==> config.mk <==
export PLATFORM = sky130hd
export DESIGN_NAME = axi_stream_pkt_arb
export DESIGN_NICKNAME = d
export VERILOG_FILES = /design/src/rtl/axi_stream_pkt_arb.sv
export SDC_FILE = /design/constraint.sdc
export NUM_CORES = 1
export LEC_CHECK = 0
export BUFFER_PORTS_ARGS = -buffer_cell sky130_fd_sc_hd__buf_2
export CAP_MARGIN = 20
export CORE_ASPECT_RATIO = 1.75
export CORE_MARGIN = 3
export CORE_UTILIZATION = 40
export DETAILED_ROUTE_END_ITERATION = 8
export PLACE_DENSITY_LB_ADDON = 0.25
export SLEW_MARGIN = 15
export SYNTH_ARGS = -nofsm -noshare
export SYNTH_HDL_FRONTEND = slang
export SYNTH_SLANG_ARGS = --single-unit
export TNS_END_PERCENT = 30
==> constraint.sdc <==
create_clock -name i_clk -period 4.72 [get_ports i_clk]
set_input_delay 0.472 -clock i_clk [delete_from_list [all_inputs] [get_ports i_clk]]
set_output_delay 0.472 -clock i_clk [all_outputs]
set_load 0.01 [all_outputs]
==> src/rtl/axi_stream_pkt_arb.sv <==
// Packet-atomic round-robin arbiter: N AXI-stream sources share one sink.
// Once a multi-beat packet starts, its owner keeps the output until its eop
// beat is accepted, so beats of different packets never interleave.
// A single output register decouples o_axi timing from the inputs.
//
// Handshake: a beat moves on a port in the cycle where val and rdy are both
// high at the rising clock edge. A source holds val and its fields stable
// until that happens. o_axi keeps dat/mod/sop/eop stable while val=1 and rdy=0.
module axi_stream_pkt_arb #(
    parameter  int N          = 3,
    parameter  int DAT_BYTS   = 8,
    parameter  int CTR_BITS   = 16,
    localparam int MOD_BITS   = $clog2(DAT_BYTS),
    localparam int DW         = DAT_BYTS * 8,
    localparam int GRANT_BITS = $clog2(N)
) (
    input  logic                  i_clk,
    input  logic                  i_rst,
    // requester streams, source i occupies slice i of each bus
    input  logic [N*DW-1:0]       i_axi_dat,
    input  logic [N*MOD_BITS-1:0] i_axi_mod,
    input  logic [N-1:0]          i_axi_val,
    input  logic [N-1:0]          i_axi_sop,
    input  logic [N-1:0]          i_axi_eop,
    output logic [N-1:0]          i_axi_rdy,
    // arbitrated stream
    output logic [DW-1:0]         o_axi_dat,
    output logic [MOD_BITS-1:0]   o_axi_mod,
    output logic                  o_axi_val,
    output logic                  o_axi_sop,
    output logic                  o_axi_eop,
    input  logic                  o_axi_rdy,
    // status
    output logic [GRANT_BITS-1:0] o_grant,
    output logic                  o_locked,
    output logic [N*CTR_BITS-1:0] o_pkt_cnt,
    output logic                  o_err,
    output logic                  o_state
);

    typedef enum logic {
        IDLE   = 1'b0,
        LOCKED = 1'b1
    } state_t;

    state_t                state;
    state_t                state_nxt;
    logic [GRANT_BITS-1:0] ptr;
    logic [GRANT_BITS-1:0] sel;
    logic [GRANT_BITS-1:0] src;
    logic                  found;
    int                    idx;
    logic                  space;
    logic                  accept;
    logic [DW-1:0]         beat_dat;
    logic [MOD_BITS-1:0]   beat_mod;
    logic                  beat_sop;
    logic                  beat_eop;

    // Next requester after i in round-robin order.
    function automatic logic [GRANT_BITS-1:0] wrap_inc(input logic [GRANT_BITS-1:0] i);
        if (int'(i) >= N - 1) return '0;
        return i + 1'b1;
    endfunction

    // Round-robin search: first valid requester starting at ptr, wrapping.
    always_comb begin
        sel   = ptr;
        found = 1'b0;
        idx   = 0;
        for (int k = 0; k < N; k++) begin
            idx = int'(ptr) + k;
            if (idx >= N) idx = idx - N;
            if (!found && i_axi_val[idx]) begin
                found = 1'b1;
                sel   = idx[GRANT_BITS-1:0];
            end
        end
    end

    // The output register can take a beat when empty or draining this cycle.
    assign space  = ~o_axi_val | o_axi_rdy;
    // While locked only the owner may move; otherwise the round-robin winner.
    assign src    = (state == LOCKED) ? o_grant : sel;
    assign accept = ~i_rst & space & i_axi_val[src];

    // In IDLE rdy is offered only when someone actually requests, so idle
    // sources never see a stray rdy. During reset nobody is ready.
    assign i_axi_rdy = (~i_rst & space & ((state == LOCKED) | found))
                       ? (N'(1) << src) : '0;

    assign beat_dat = i_axi_dat[src*DW +: DW];
    assign beat_mod = i_axi_mod[src*MOD_BITS +: MOD_BITS];
    assign beat_sop = i_axi_sop[src];
    assign beat_eop = i_axi_eop[src];

    assign o_state = state;

    // Next-state logic: lock on a non-final beat, unlock on an accepted eop.
    always_comb begin
        state_nxt = state;
        case (state)
            IDLE:   if (accept && !beat_eop) state_nxt = LOCKED;
            LOCKED: if (accept && beat_eop)  state_nxt = IDLE;
        endcase
    end

    // State register.
    always_ff @(posedge i_clk) begin
        if (i_rst) state <= IDLE;
        else       state <= state_nxt;
    end

    // Output register, grant/pointer bookkeeping and sticky framing error.
    // Reset drops any partial packet: val clears and no eop is ever emitted.
    always_ff @(posedge i_clk) begin
        if (i_rst) begin
            o_axi_val <= 1'b0;
            o_axi_sop <= 1'b0;
            o_axi_eop <= 1'b0;
            o_axi_dat <= '0;
            o_axi_mod <= '0;
            o_grant   <= '0;
            o_locked  <= 1'b0;
            ptr       <= '0;
            o_err     <= 1'b0;
        end else begin
            if (accept) begin
                o_axi_val <= 1'b1;
                o_axi_sop <= beat_sop;
                o_axi_eop <= beat_eop;
                o_axi_dat <= beat_dat;
                o_axi_mod <= beat_mod;
                o_grant   <= src;
                o_locked  <= (state_nxt == LOCKED);
                if (beat_eop) ptr <= wrap_inc(src);
                // A packet must open with sop; the beat is still forwarded.
                if (state == IDLE && !beat_sop) o_err <= 1'b1;
            end else if (o_axi_rdy) begin
                o_axi_val <= 1'b0;
            end
        end
    end

    for (genvar g = 0; g < N; g++) begin : g_cnt
        logic [CTR_BITS-1:0] cnt;

        // Per-requester packet counter, bumped on each accepted eop, wraps.
        always_ff @(posedge i_clk) begin
            if (i_rst)
                cnt <= '0;
            else if (accept && beat_eop && src == GRANT_BITS'(g))
                cnt <= cnt + 1'b1;
        end

        assign o_pkt_cnt[g*CTR_BITS +: CTR_BITS] = cnt;
    end

endmodule

==> flow_metrics.py <==
metrics = {
    "drt": {
        "postRouteAntennaNets": 0,
        "drc": 0,
        "viasPerCell": 5.51,
        "drt-initial-drc-count": 299,
        "wl_per_cell_um": 17.7,
        "firstDrtPassIters": 5,
        "finalWirelength_um": 23200,
        "num_vias": 7209,
    },
    "logic_synthesis": {
        "ys_ff_latch": 125,
        "synth-edff-count": 0,
        "synth_compound_area_frac": 0.244,
        "yosys_warnings": 0,
        "synth_mux_area_frac": 0.143,
        "netlist_area_mm2": 0.00670,
        "synthAdderAreaFrac": 0.0131,
        "synthCells": 761,
        "ys.flop_type": "dfxtp_1",
        "yosys.area_share.simple": 0.167,
        "ys_seq_area_frac": 0.373,
        "synth_top_family_by_area": "compound AO/OA/AOI/OAI gates",
        "synthXorXnorAreaFrac": 0.00915,
        "yosys.cell_types.count": 60,
        "syn-num-nets": 981,
        "ys_async_sr_fraction": 0,
        "syn_area_per_cell_um2": 8.80,
    },
    "critical_path": {
        "worstPathRequired_ps": 4250,
        "end_kind": "primary output",
        "worstPathArrival_ps": 3590,
        "crit_type": "reg2out",
        "ff2ff_path_depth": 11,
        "path_max_fanout": 69,
        "critPathLaunchType": "register",
    },
    "clock_tree": {
        "hold_buffers": 0,
        "htreeDepth": 4,
        "cts_buffers": 17,
        "postCtsSetupBuffers": 0,
        "cts_tree": "done",
        "clkTransAtPathRegs_ps": 60,
        "clk_path_buf_depth": 2,
        "cts-root-buf": "clkbuf_16",
        "clk_latency_ps": 420,
        "cts-resized-gates": 0,
        "cts_num_sinks": 125,
    },
    "timing": {
        "finalSetupTns_ps": 0,
        "fin_skew_ps": 10.7,
        "drv_slew": 0,
        "finalCritPeriodShare": 0.861,
        "min_period_ps": 4070,
        "fmax_mhz": 246,
        "holdWs_ps": 318,
        "worstMarginPinSlew_ps": 945,
        "finalHoldViolCount": 0,
        "setup_violations": 0,
        "maxSlewHeadroom": 0.367,
        "rsz0062_at_grt": "no",
    },
    "global_routing": {
        "first_global_vias": 6860,
        "gr-total-overflow": 0,
        "antenna_found_initial": 1,
        "grt_max_degree": 83,
        "grtUsageTotal": 0.245,
        "grt_pass1_wl_um": 36000,
    },
    "floorplan": {
        "num_rows": 62,
        "core-area_mm2": 0.0164,
        "die_h_um": 177,
        "io-pin-count": 339,
        "die-area_mm2": 0.0184,
        "initial_core_util": 0.407,
        "fp.dieW_um": 104,
    },
    "status": {
        "outcome": "completed",
    },
    "final_layout": {
        "area_delta_synth_final_pct": 36.7,
        "fillers": 1590,
        "layout-drive-gt1-share": 0.447,
        "final_core_utilization": 0.557,
        "fin_nets": 1291,
    },
    "pwr": {
        "powerDensity_mw_per_mm2": 656,
        "leakagePower_nw": 4.14,
        "p_int_w": 0.00349,
        "irDropWorstVdd_uv": 363,
        "clkPwrFrac": 0.218,
        "power_frac_comb": 0.520,
        "seqPwrFrac": 0.262,
        "switching_share": 0.419,
        "power_switching_w": 0.00252,
    },
    "min_path": {
        "min_path_type": "in2reg",
        "min_path_cells": 3,
    },
    "placement": {
        "io_buffer_count": 338,
        "hpwl_um": 17300,
        "gp_congestion": 0.914,
    },
    "run": {
        "max_cap_violations": 0,
    },
}
[final cells by class]
type	count	area, um2	share of cell area
diodes	1	2.50	0.000273
clock buffers	17	425	0.0465
clock inverters	15	163	0.0178
inverters	17	63.8	0.00697
multi-input cells	558	3890	0.424
flip-flops and latches	125	2500	0.273
well taps	224	280	0.0306
repair buffers	352	1830	0.200
[through the flow]
stage	cells	power (W)	setup slack (ps)	cell area [um2]
2_1_floorplan	761	0.00365	1690	6700
3_3_place_gp	1276	0.00469	851	8570
3_5_place_dp	1276	0.00471	759	8570
4_1_cts	1308	0.00604	696	9160
5_1_grt	1309	0.00640	400	9160
6_report	1309	0.00601	655	9160
[state kept, by name (all words and copies together), names as in the netlist, 2 cells and up]
signal / flops
g_cnt.cnt: 48
o_axi_mod: 3
o_grant: 2
o_axi_dat: 64
ptr: 2
[path summary, 6_finish.rpt]
path                           endpoint                   from  slack (ps)
max reg2reg   o_axi_mod[1]$_SDFFE_PP0P_    ptr[0]$_SDFFE_PP0P_         760
min reg2reg       o_locked$_SDFFE_PP0P_  o_locked$_SDFFE_PP0P_         460
min          o_axi_dat[14]$_SDFFE_PP0P_         i_axi_dat[142]         320
max                        i_axi_rdy[0]    ptr[0]$_SDFFE_PP0P_         650
[power groups by stage]
stage | clock network, W | logic, W | registers, W
2_1_floorplan | 0 | 0.00196 | 0.00169
3_3_place_gp | 0 | 0.00312 | 0.00158
3_5_place_dp | 0 | 0.00313 | 0.00158
4_1_cts | 0.00134 | 0.00314 | 0.00157
5_1_grt | 0.00138 | 0.00340 | 0.00161
6_report | 0.00131 | 0.00313 | 0.00157
[critical path, stage by stage, from the launching register on]
cell and delay [ps]:
dfxtp_1 420, inv_1 120, ha_1 390, inv_1 170, nor2_1 90, a221oi_1 470
a21o_2 340, buf_4 630, nand2b_1 180, nor2_1 170, buf_2 160
[kinds of logic after synthesis]
| kind of cell | count (synthesis) |
|---|---|
| flip-flops | 125 |
| buffers and inverters | 78 |
| AND/OR/NAND/NOR | 225 |
| AO/OA/AOI/OAI | 236 |
| multiplexers | 83 |
| adder cells (fa/ha/maj) | 7 |
| XOR/XNOR | 7 |
[metal layers]
layer	vias to the layer above	routed length, um	global-route usage
met1	3375	8920	0.280
met4	0	799	0.113
met3	44	1800	0.0705
li1	3479	-	-
met5	-	0	0
met2	311	11700	0.421
[layout by cell type (no fill, tap or decap), types with 7 or more instances in the layout]
cell and n:
a21oi_1 32, a221oi_1 68, and2_1 7, and3_1 8, buf_2 338, buf_4 11
clkbuf_16 17, dfxtp_1 125, ha_1 7, inv_1 16, mux2_2 74, nand2_1 36
nand3_1 16, nand4_1 10, nor2_1 90, o21ai_0 86, o31ai_1 11, or3_1 17
or4_1 9
[synthesized netlist by cell type (3+ instances only)]
library cell | n | share of area
inv_1 | 17 | 0.0095
or2_2 | 5 | 0.0047
o21ai_1 | 3 | 0.0022
dfxtp_1 | 125 | 0.37
mux2_2 | 74 | 0.12
o31ai_1 | 11 | 0.012
nand4_1 | 10 | 0.0093
a221oi_1 | 68 | 0.089
o41ai_1 | 6 | 0.0078
nor2b_1 | 5 | 0.0047
a21oi_1 | 32 | 0.024
nor2_1 | 91 | 0.051
o21ai_0 | 86 | 0.064
buf_2 | 10 | 0.0075
and3_1 | 8 | 0.0075
nand3_1 | 16 | 0.012
clkbuf_1 | 46 | 0.026
xnor2_1 | 5 | 0.0065
nand2_1 | 36 | 0.020
or4_1 | 9 | 0.010
nand2b_1 | 6 | 0.0056
or3_1 | 17 | 0.016
nor3_1 | 4 | 0.0030
buf_6 | 4 | 0.0067
o311ai_1 | 4 | 0.0052
a211oi_1 | 3 | 0.0034
ha_1 | 7 | 0.013
mux2i_1 | 5 | 0.0075
and2_1 | 7 | 0.0065
No activity file was read; power rests on OpenSTA's default activity.
